## src/rtl/vu_level_scheduler_if.sv

```systemverilog
// Sample/frame handshake bundle between the UART byte path, the level
// scheduler and the VGA image path.
interface vu_level_scheduler_if #(
    parameter int DATA_W = 8
);
    logic              enable;
    logic [DATA_W-1:0] data_in;
    logic              load;
    logic              error;
    logic              frame_start;
    logic [DATA_W-1:0] level;
    logic [DATA_W-1:0] peak;
    logic              update;
    logic              busy;
    logic [7:0]        err_count;
    logic [7:0]        miss_count;

    modport master (
        output enable, data_in, load, error, frame_start,
        input  level, peak, update, busy, err_count, miss_count
    );

    modport slave (
        input  enable, data_in, load, error, frame_start,
        output level, peak, update, busy, err_count, miss_count
    );
endinterface

```

## src/rtl/vu_level_scheduler.sv

```systemverilog
// Frame-rate VU bar controller: captures sample bytes, then once per frame
// computes an instant-attack/linear-decay level and a peak-hold marker.
module vu_level_scheduler #(
    parameter int DATA_W         = 8,
    parameter int DECAY_STEP     = 4,
    parameter int PEAK_DECAY     = 2,
    parameter int HOLD_FRAMES    = 30,
    parameter int TIMEOUT_FRAMES = 60,
    parameter int CNT_W          = 6
) (
    input  logic                  clock,
    input  logic                  reset,
    vu_level_scheduler_if.slave   bus
);
    localparam logic [1:0] IDLE       = 2'd0;
    localparam logic [1:0] CALC_LEVEL = 2'd1;
    localparam logic [1:0] CALC_PEAK  = 2'd2;
    localparam logic [1:0] PUBLISH    = 2'd3;

    localparam logic [DATA_W-1:0] LVL_STEP = DATA_W'(DECAY_STEP);
    localparam logic [DATA_W-1:0] PK_STEP  = DATA_W'(PEAK_DECAY);
    localparam logic [CNT_W-1:0]  HOLD_MAX = CNT_W'(HOLD_FRAMES);
    localparam logic [CNT_W-1:0]  TO_MAX   = CNT_W'(TIMEOUT_FRAMES);

    logic [1:0]        state;
    logic [DATA_W-1:0] target;
    logic [CNT_W-1:0]  timeout_cnt;
    logic [CNT_W-1:0]  hold_cnt;
    logic [DATA_W-1:0] lvl_n;
    logic [DATA_W-1:0] pk_n;
    logic [DATA_W-1:0] level_q;
    logic [DATA_W-1:0] peak_q;
    logic              update_q;
    logic [7:0]        err_cnt_q;
    logic [7:0]        miss_cnt_q;

    logic [DATA_W-1:0] t_snap;
    logic [DATA_W-1:0] lvl_dec;
    logic [DATA_W-1:0] lvl_calc;
    logic [DATA_W-1:0] pk_dec;
    logic [DATA_W-1:0] pk_calc;
    logic              good_load;

    assign good_load = bus.load && !bus.error;

    // NOTE: every always_comb output gets a value on every path, so no latches are inferred.
    always_comb begin
        t_snap   = (timeout_cnt == TO_MAX) ? '0 : target;
        lvl_dec  = (level_q > LVL_STEP) ? level_q - LVL_STEP : '0;
        lvl_calc = t_snap;
        if (t_snap < level_q && lvl_dec > t_snap)
            lvl_calc = lvl_dec;
        pk_dec  = (peak_q > PK_STEP) ? peak_q - PK_STEP : '0;
        pk_calc = (pk_dec > lvl_n) ? pk_dec : lvl_n;
        if (lvl_n >= peak_q)
            pk_calc = lvl_n;
        else if (hold_cnt != '0)
            pk_calc = peak_q;
    end

    // NOTE: sequential state uses non-blocking assignments so every flop samples pre-edge values.
    always_ff @(posedge clock or negedge reset) begin
        if (!reset) begin
            state       <= IDLE;
            target      <= '0;
            timeout_cnt <= '0;
            hold_cnt    <= '0;
            lvl_n       <= '0;
            pk_n        <= '0;
            level_q     <= '0;
            peak_q      <= '0;
            update_q    <= 1'b0;
            err_cnt_q   <= '0;
            miss_cnt_q  <= '0;
        end else if (bus.enable) begin
            update_q <= 1'b0;

            if (good_load)
                target <= bus.data_in;
            if (bus.load && bus.error && err_cnt_q != 8'hFF)
                err_cnt_q <= err_cnt_q + 8'd1;

            // A fresh sample restarts the timeout even while a frame is being computed.
            if (good_load)
                timeout_cnt <= '0;
            else if (state == CALC_LEVEL && timeout_cnt != TO_MAX)
                timeout_cnt <= timeout_cnt + 1'b1;

            if (bus.frame_start && state != IDLE && miss_cnt_q != 8'hFF)
                miss_cnt_q <= miss_cnt_q + 8'd1;

            case (state)
                IDLE: begin
                    if (bus.frame_start)
                        state <= CALC_LEVEL;
                end
                CALC_LEVEL: begin
                    lvl_n <= lvl_calc;
                    state <= CALC_PEAK;
                end
                CALC_PEAK: begin
                    pk_n <= pk_calc;
                    if (lvl_n >= peak_q)
                        hold_cnt <= HOLD_MAX;
                    else if (hold_cnt != '0)
                        hold_cnt <= hold_cnt - 1'b1;
                    state <= PUBLISH;
                end
                default: begin
                    level_q  <= lvl_n;
                    peak_q   <= pk_n;
                    update_q <= 1'b1;
                    state    <= IDLE;
                end
            endcase
        end
    end

    assign bus.level      = level_q;
    assign bus.peak       = peak_q;
    assign bus.update     = update_q && bus.enable;
    assign bus.busy       = (state != IDLE);
    assign bus.err_count  = err_cnt_q;
    assign bus.miss_count = miss_cnt_q;
endmodule

```

## src/flat_wrapper.sv

```systemverilog
// flat-port wrapper written by rule: the top's interface ports become plain ports
module vu_level_scheduler_flat 
#(
    parameter int DATA_W         = 8,
    parameter int DECAY_STEP     = 4,
    parameter int PEAK_DECAY     = 2,
    parameter int HOLD_FRAMES    = 30,
    parameter int TIMEOUT_FRAMES = 60,
    parameter int CNT_W          = 6
)
  (clock, reset, bus_enable, bus_data_in, bus_load, bus_error, bus_frame_start, bus_level, bus_peak, bus_update, bus_busy, bus_err_count, bus_miss_count);
  vu_level_scheduler_if #(.DATA_W(DATA_W)) bus_i ();
  input  logic clock;
  input  logic reset;
  input wire logic [$bits(bus_i.enable)-1:0] bus_enable;
  input wire logic [$bits(bus_i.data_in)-1:0] bus_data_in;
  input wire logic [$bits(bus_i.load)-1:0] bus_load;
  input wire logic [$bits(bus_i.error)-1:0] bus_error;
  input wire logic [$bits(bus_i.frame_start)-1:0] bus_frame_start;
  output wire logic [$bits(bus_i.level)-1:0] bus_level;
  output wire logic [$bits(bus_i.peak)-1:0] bus_peak;
  output wire logic [$bits(bus_i.update)-1:0] bus_update;
  output wire logic [$bits(bus_i.busy)-1:0] bus_busy;
  output wire logic [$bits(bus_i.err_count)-1:0] bus_err_count;
  output wire logic [$bits(bus_i.miss_count)-1:0] bus_miss_count;
  assign bus_i.enable = bus_enable;
  assign bus_i.data_in = bus_data_in;
  assign bus_i.load = bus_load;
  assign bus_i.error = bus_error;
  assign bus_i.frame_start = bus_frame_start;
  assign bus_level = bus_i.level;
  assign bus_peak = bus_i.peak;
  assign bus_update = bus_i.update;
  assign bus_busy = bus_i.busy;
  assign bus_err_count = bus_i.err_count;
  assign bus_miss_count = bus_i.miss_count;
  vu_level_scheduler #(.DATA_W(DATA_W), .DECAY_STEP(DECAY_STEP), .PEAK_DECAY(PEAK_DECAY), .HOLD_FRAMES(HOLD_FRAMES), .TIMEOUT_FRAMES(TIMEOUT_FRAMES), .CNT_W(CNT_W)) u_core (.clock(clock), .reset(reset), .bus(bus_i));
endmodule
```

## config.mk

```make
export PLATFORM = sky130hd
export DESIGN_NAME = vu_level_scheduler_flat
export DESIGN_NICKNAME = d
export VERILOG_FILES = /design/src/rtl/vu_level_scheduler_if.sv /design/src/rtl/vu_level_scheduler.sv /design/src/flat_wrapper.sv
export SDC_FILE = /design/constraint.sdc
export NUM_CORES = 1
export LEC_CHECK = 0
export CAP_MARGIN = 20
export CORE_ASPECT_RATIO = 2
export CORE_UTILIZATION = 57
export DETAILED_ROUTE_END_ITERATION = 10
export PLACE_DENSITY = 0.8
export SYNTH_ARGS = -nofsm -noshare
export SYNTH_HDL_FRONTEND = slang
export SYNTH_SLANG_ARGS = --single-unit
```

## constraint.sdc

```tcl
create_clock -name clock -period 3.5 [get_ports clock]
set_input_delay 0.7 -clock clock [delete_from_list [all_inputs] [get_ports clock]]
set_output_delay 0.7 -clock clock [all_outputs]
set_load 0.005 [all_outputs]
```

==> summary.txt <==
Critical path
  • Critical R2R Capture: u_core.lvl_n[2]
  • R2R Setup Slk: 200 ps
  • CP Class: reg2reg
  • Critical path data arrival time: 3500 ps
  • Worst Setup End Kind: flop
  • Critical-path maximum fanout: 12
  • Crit-path cells: inv_1, ha_1, and3_1, nand3_1, nand2_1, inv_1, ha_1, o21ai_0, a221o_1, a31oi_1, nor2_1, buf_4, and2_1, o311ai_0
  • CP max stage cell: dfrtp_1
  • Path depth of the worst reg2reg path: 14
  • Reg2Reg Launch Point: u_core.timeout_cnt[0]
  • Crit. Startpoint: u_core.timeout_cnt[0]
  • CP startpoint kind: flop
  • Required @ worst endpoint: 3700 ps
  • Max incr delay on CP: 430 ps

Die
  • Die X: 64.6 microns
  • Die ar.: 8210 sq um
  • Ports: 48
  • Initial core utilization: 58.7%
  • FP Rows: 45
  • Core Region: 7600 sq um
  • Die outline height: 127 microns

Clock tree
  • Max Root-Sink Buffers: 2
  • Clock Pin Slew Worst Setup and Hold Paths: 60 ps
  • Hold_buf cts: 0
  • Root buf cell: clkbuf_16
  • Clk_lat worst skew: 340 ps
  • Post-CTS sizing: 0
  • Postcts setup bufs: 0
  • Clock Sinks: 71
  • H-Tree Depth: 3
  • CTS tree: built
  • CTS Buf Count: 9

Layout
  • Multi-input logic area: 2490 sq um
  • Area Growth Syn to Fin: 20.2%
  • Inserted Diodes: 0
  • Share of cells above drive strength 1: 8.36%
  • FILL cells: 584
  • Non-Filler Instances: 632
  • Post-Route Utilization: 70.6%
  • Commonest cells after routing, fill and taps aside: nand2_1 (77), dfrtp_1 (71), clkdlybuf4s50_1 (46), ha_1 (44), inv_1 (42)
  • Fin nets: 591
  • Register Area: 1780 sq um
  • Commonest non-fill, non-tap cell in the layout: nand2_1

GRT
  • Vias in the first global route: 3983
  • Congestion Overflow GR: 0
  • Tot GR Track Use: 29.3%
  • First-pass GRT wire length: 18300 microns
  • Largest net degree at the start of global routing: 31
  • Initial antenna violation count: 0

Logic synthesis
  • Post-synth EDFFs: 0
  • Top cells by area, synth: dfrtp_1 (40%), ha_1 (12%), nand2_1 (6.5%), inv_1 (3.5%), xnor2_1 (3.3%)
  • Register area share after synthesis: 39.8%
  • Most common flop cell mapped by yosys: dfrtp_1
  • Synthesized flop and latch total: 71
  • Leading area contributor after synthesis: dfrtp_1
  • Synth top area share: 39.8%
  • Syn_area_per_cell: 9.30 sq um
  • Post-Syn Nets: 538
  • Cells after synthesis: 480
  • Cell area after synthesis: 4460 sq um
  • Synth unique cells: 54
  • Ys async rst share: 100%
  • Syn. warnings: 0

Route
  • Wire per inst: 17.7 microns
  • Post-route ant nets: 0
  • Initial DRC Count: 383
  • Residual DRC count: 0
  • DR pass1 iterations: 4
  • Via/cell ratio: 6.02
  • Post-detailed-routing wire length: 11200 microns
  • Vias post-DR: 3803

Pwr
  • Leakage: 2.47 nW
  • Peak VDD IR: 0.535 mV
  • PD cells: 956 nW/um^2
  • Total Power: 0.00513 W

Min path
  • Hold Path Class: in2async

Timing
  • Total Neg Setup Slack: 0 ps
  • Tcrit/Tclk final: 94.3%
  • Endpoints failing hold: 0
  • Max Clk Rate: 303 MHz
  • RSZ-0062 raised after global routing: false
  • Final Slew Violations: 0
  • Slew @ Worst Pin: 919 ps
  • PnR worst setup slack: 199 ps
  • Layout Skew: 5.03 ps
  • Crit path time final: 3300 ps
  • Endpoints failing setup: 0
  • Slew HR: 38.6%

Place
  • Detail Placement HPWL: 8650 microns
  • GPL Wtd Cong: 0.969
  • Pre-CTS WS: 302 ps
  • Inst Count DP: 616
  • Number of port buffers: 47

Status
  • Status: finished, final reports clean

Job
  • Max-cap violations: 0
registers in the layout (all words and copies together) (netlist names), 2 cells and up:
register and flops:
u_core.hold_cnt 6, u_core.bus.err_count 8, u_core.state 2, u_core.target 8, u_core.timeout_cnt 6, u_core.lvl_n 8, u_core.pk_n 8, u_core.bus.peak 8
u_core.bus.miss_count 8, u_core.bus.level 8
final cells by class:
type | instances | area share [%]
clock buffer | 9 | 4.20
clock inverter | 7 | 1.77
inverter | 42 | 2.94
multi-input combinational | 357 | 46.4
sequential | 71 | 33.1
tap | 94 | 2.19
timing repair buffer | 52 | 9.38
how the worst max path moves through the flow:
stage	end	slack (ps)	cells after the start
after floorplan	u_core.pk_n[1]	620	11
after global placement	u_core.pk_n[6]	450	10
after detailed placement	u_core.lvl_n[2]	300	14
after CTS	u_core.lvl_n[2]	220	14
after global routing	u_core.lvl_n[2]	40	14
final	u_core.lvl_n[2]	200	14
cell usage after synthesis (all sizes together) (2+ instances only):
cell type	n
nand2	78
dfrtp	71
ha	44
inv	42
nor2	33
o21ai	26
a21oi	20
xnor2	17
nand3	15
nand4	15
mux2	13
and3	9
a31oi	7
and2	7
clkbuf	7
xor2	7
nand2b	6
o221a	6
o31ai	6
nor3	5
o311ai	4
a211oi	3
a21o	3
and3b	3
buf	3
nor2b	3
or3	3
nor4	2
o2111a	2
o31a	2
through the flow:
stage | instance area [sq um] | hold WS [ps]
2_1_floorplan | 4460 | 404
3_3_place_gp | 5040 | 457
3_5_place_dp | 5040 | 457
4_1_cts | 5360 | 391
5_1_grt | 5360 | 425
6_report | 5360 | 375
cell families (layout without fill, tap and decap cells):
logic type | Yosys count | in the layout | share of synthesized area [%]
buffers and inverters | 52 | 110 | 4.46
flip-flops | 71 | 71 | 39.8
adder cells (fa/ha/maj) | 44 | 44 | 12.3
AO/OA/AOI/OAI | 93 | 93 | 15.3
AND/OR/NAND/NOR | 183 | 183 | 20.1
XOR/XNOR | 24 | 24 | 4.71
multiplexers | 13 | 13 | 3.28
critical path, delay by kind of cell, from the launching register on:
family	cells	cell delay (ps)
buffers and inverters	3	320
adders and majority gates	2	450
and+or+nand+nor	5	930
DFF	1	430
AOI/OAI and AO/OA	4	1030
metal layers:
layer  global-route usage [%]  vias to the layer above  wire (microns)
met5                        0                        -               0
met4                     16.5                        0             519
met3                     4.91                       47             422
met2                     56.3                      125            6370
met1                     28.1                     1832            3890
li1                         -                     1799               -
power by group:
part | switching, W | internal, W | total, W
clock | 0.000373 | 0.000626 | 0.000999
combinational | 0.00147 | 0.00121 | 0.00268
sequential | 0.000334 | 0.00111 | 0.00145
Power figures use the tool's default switching activity.
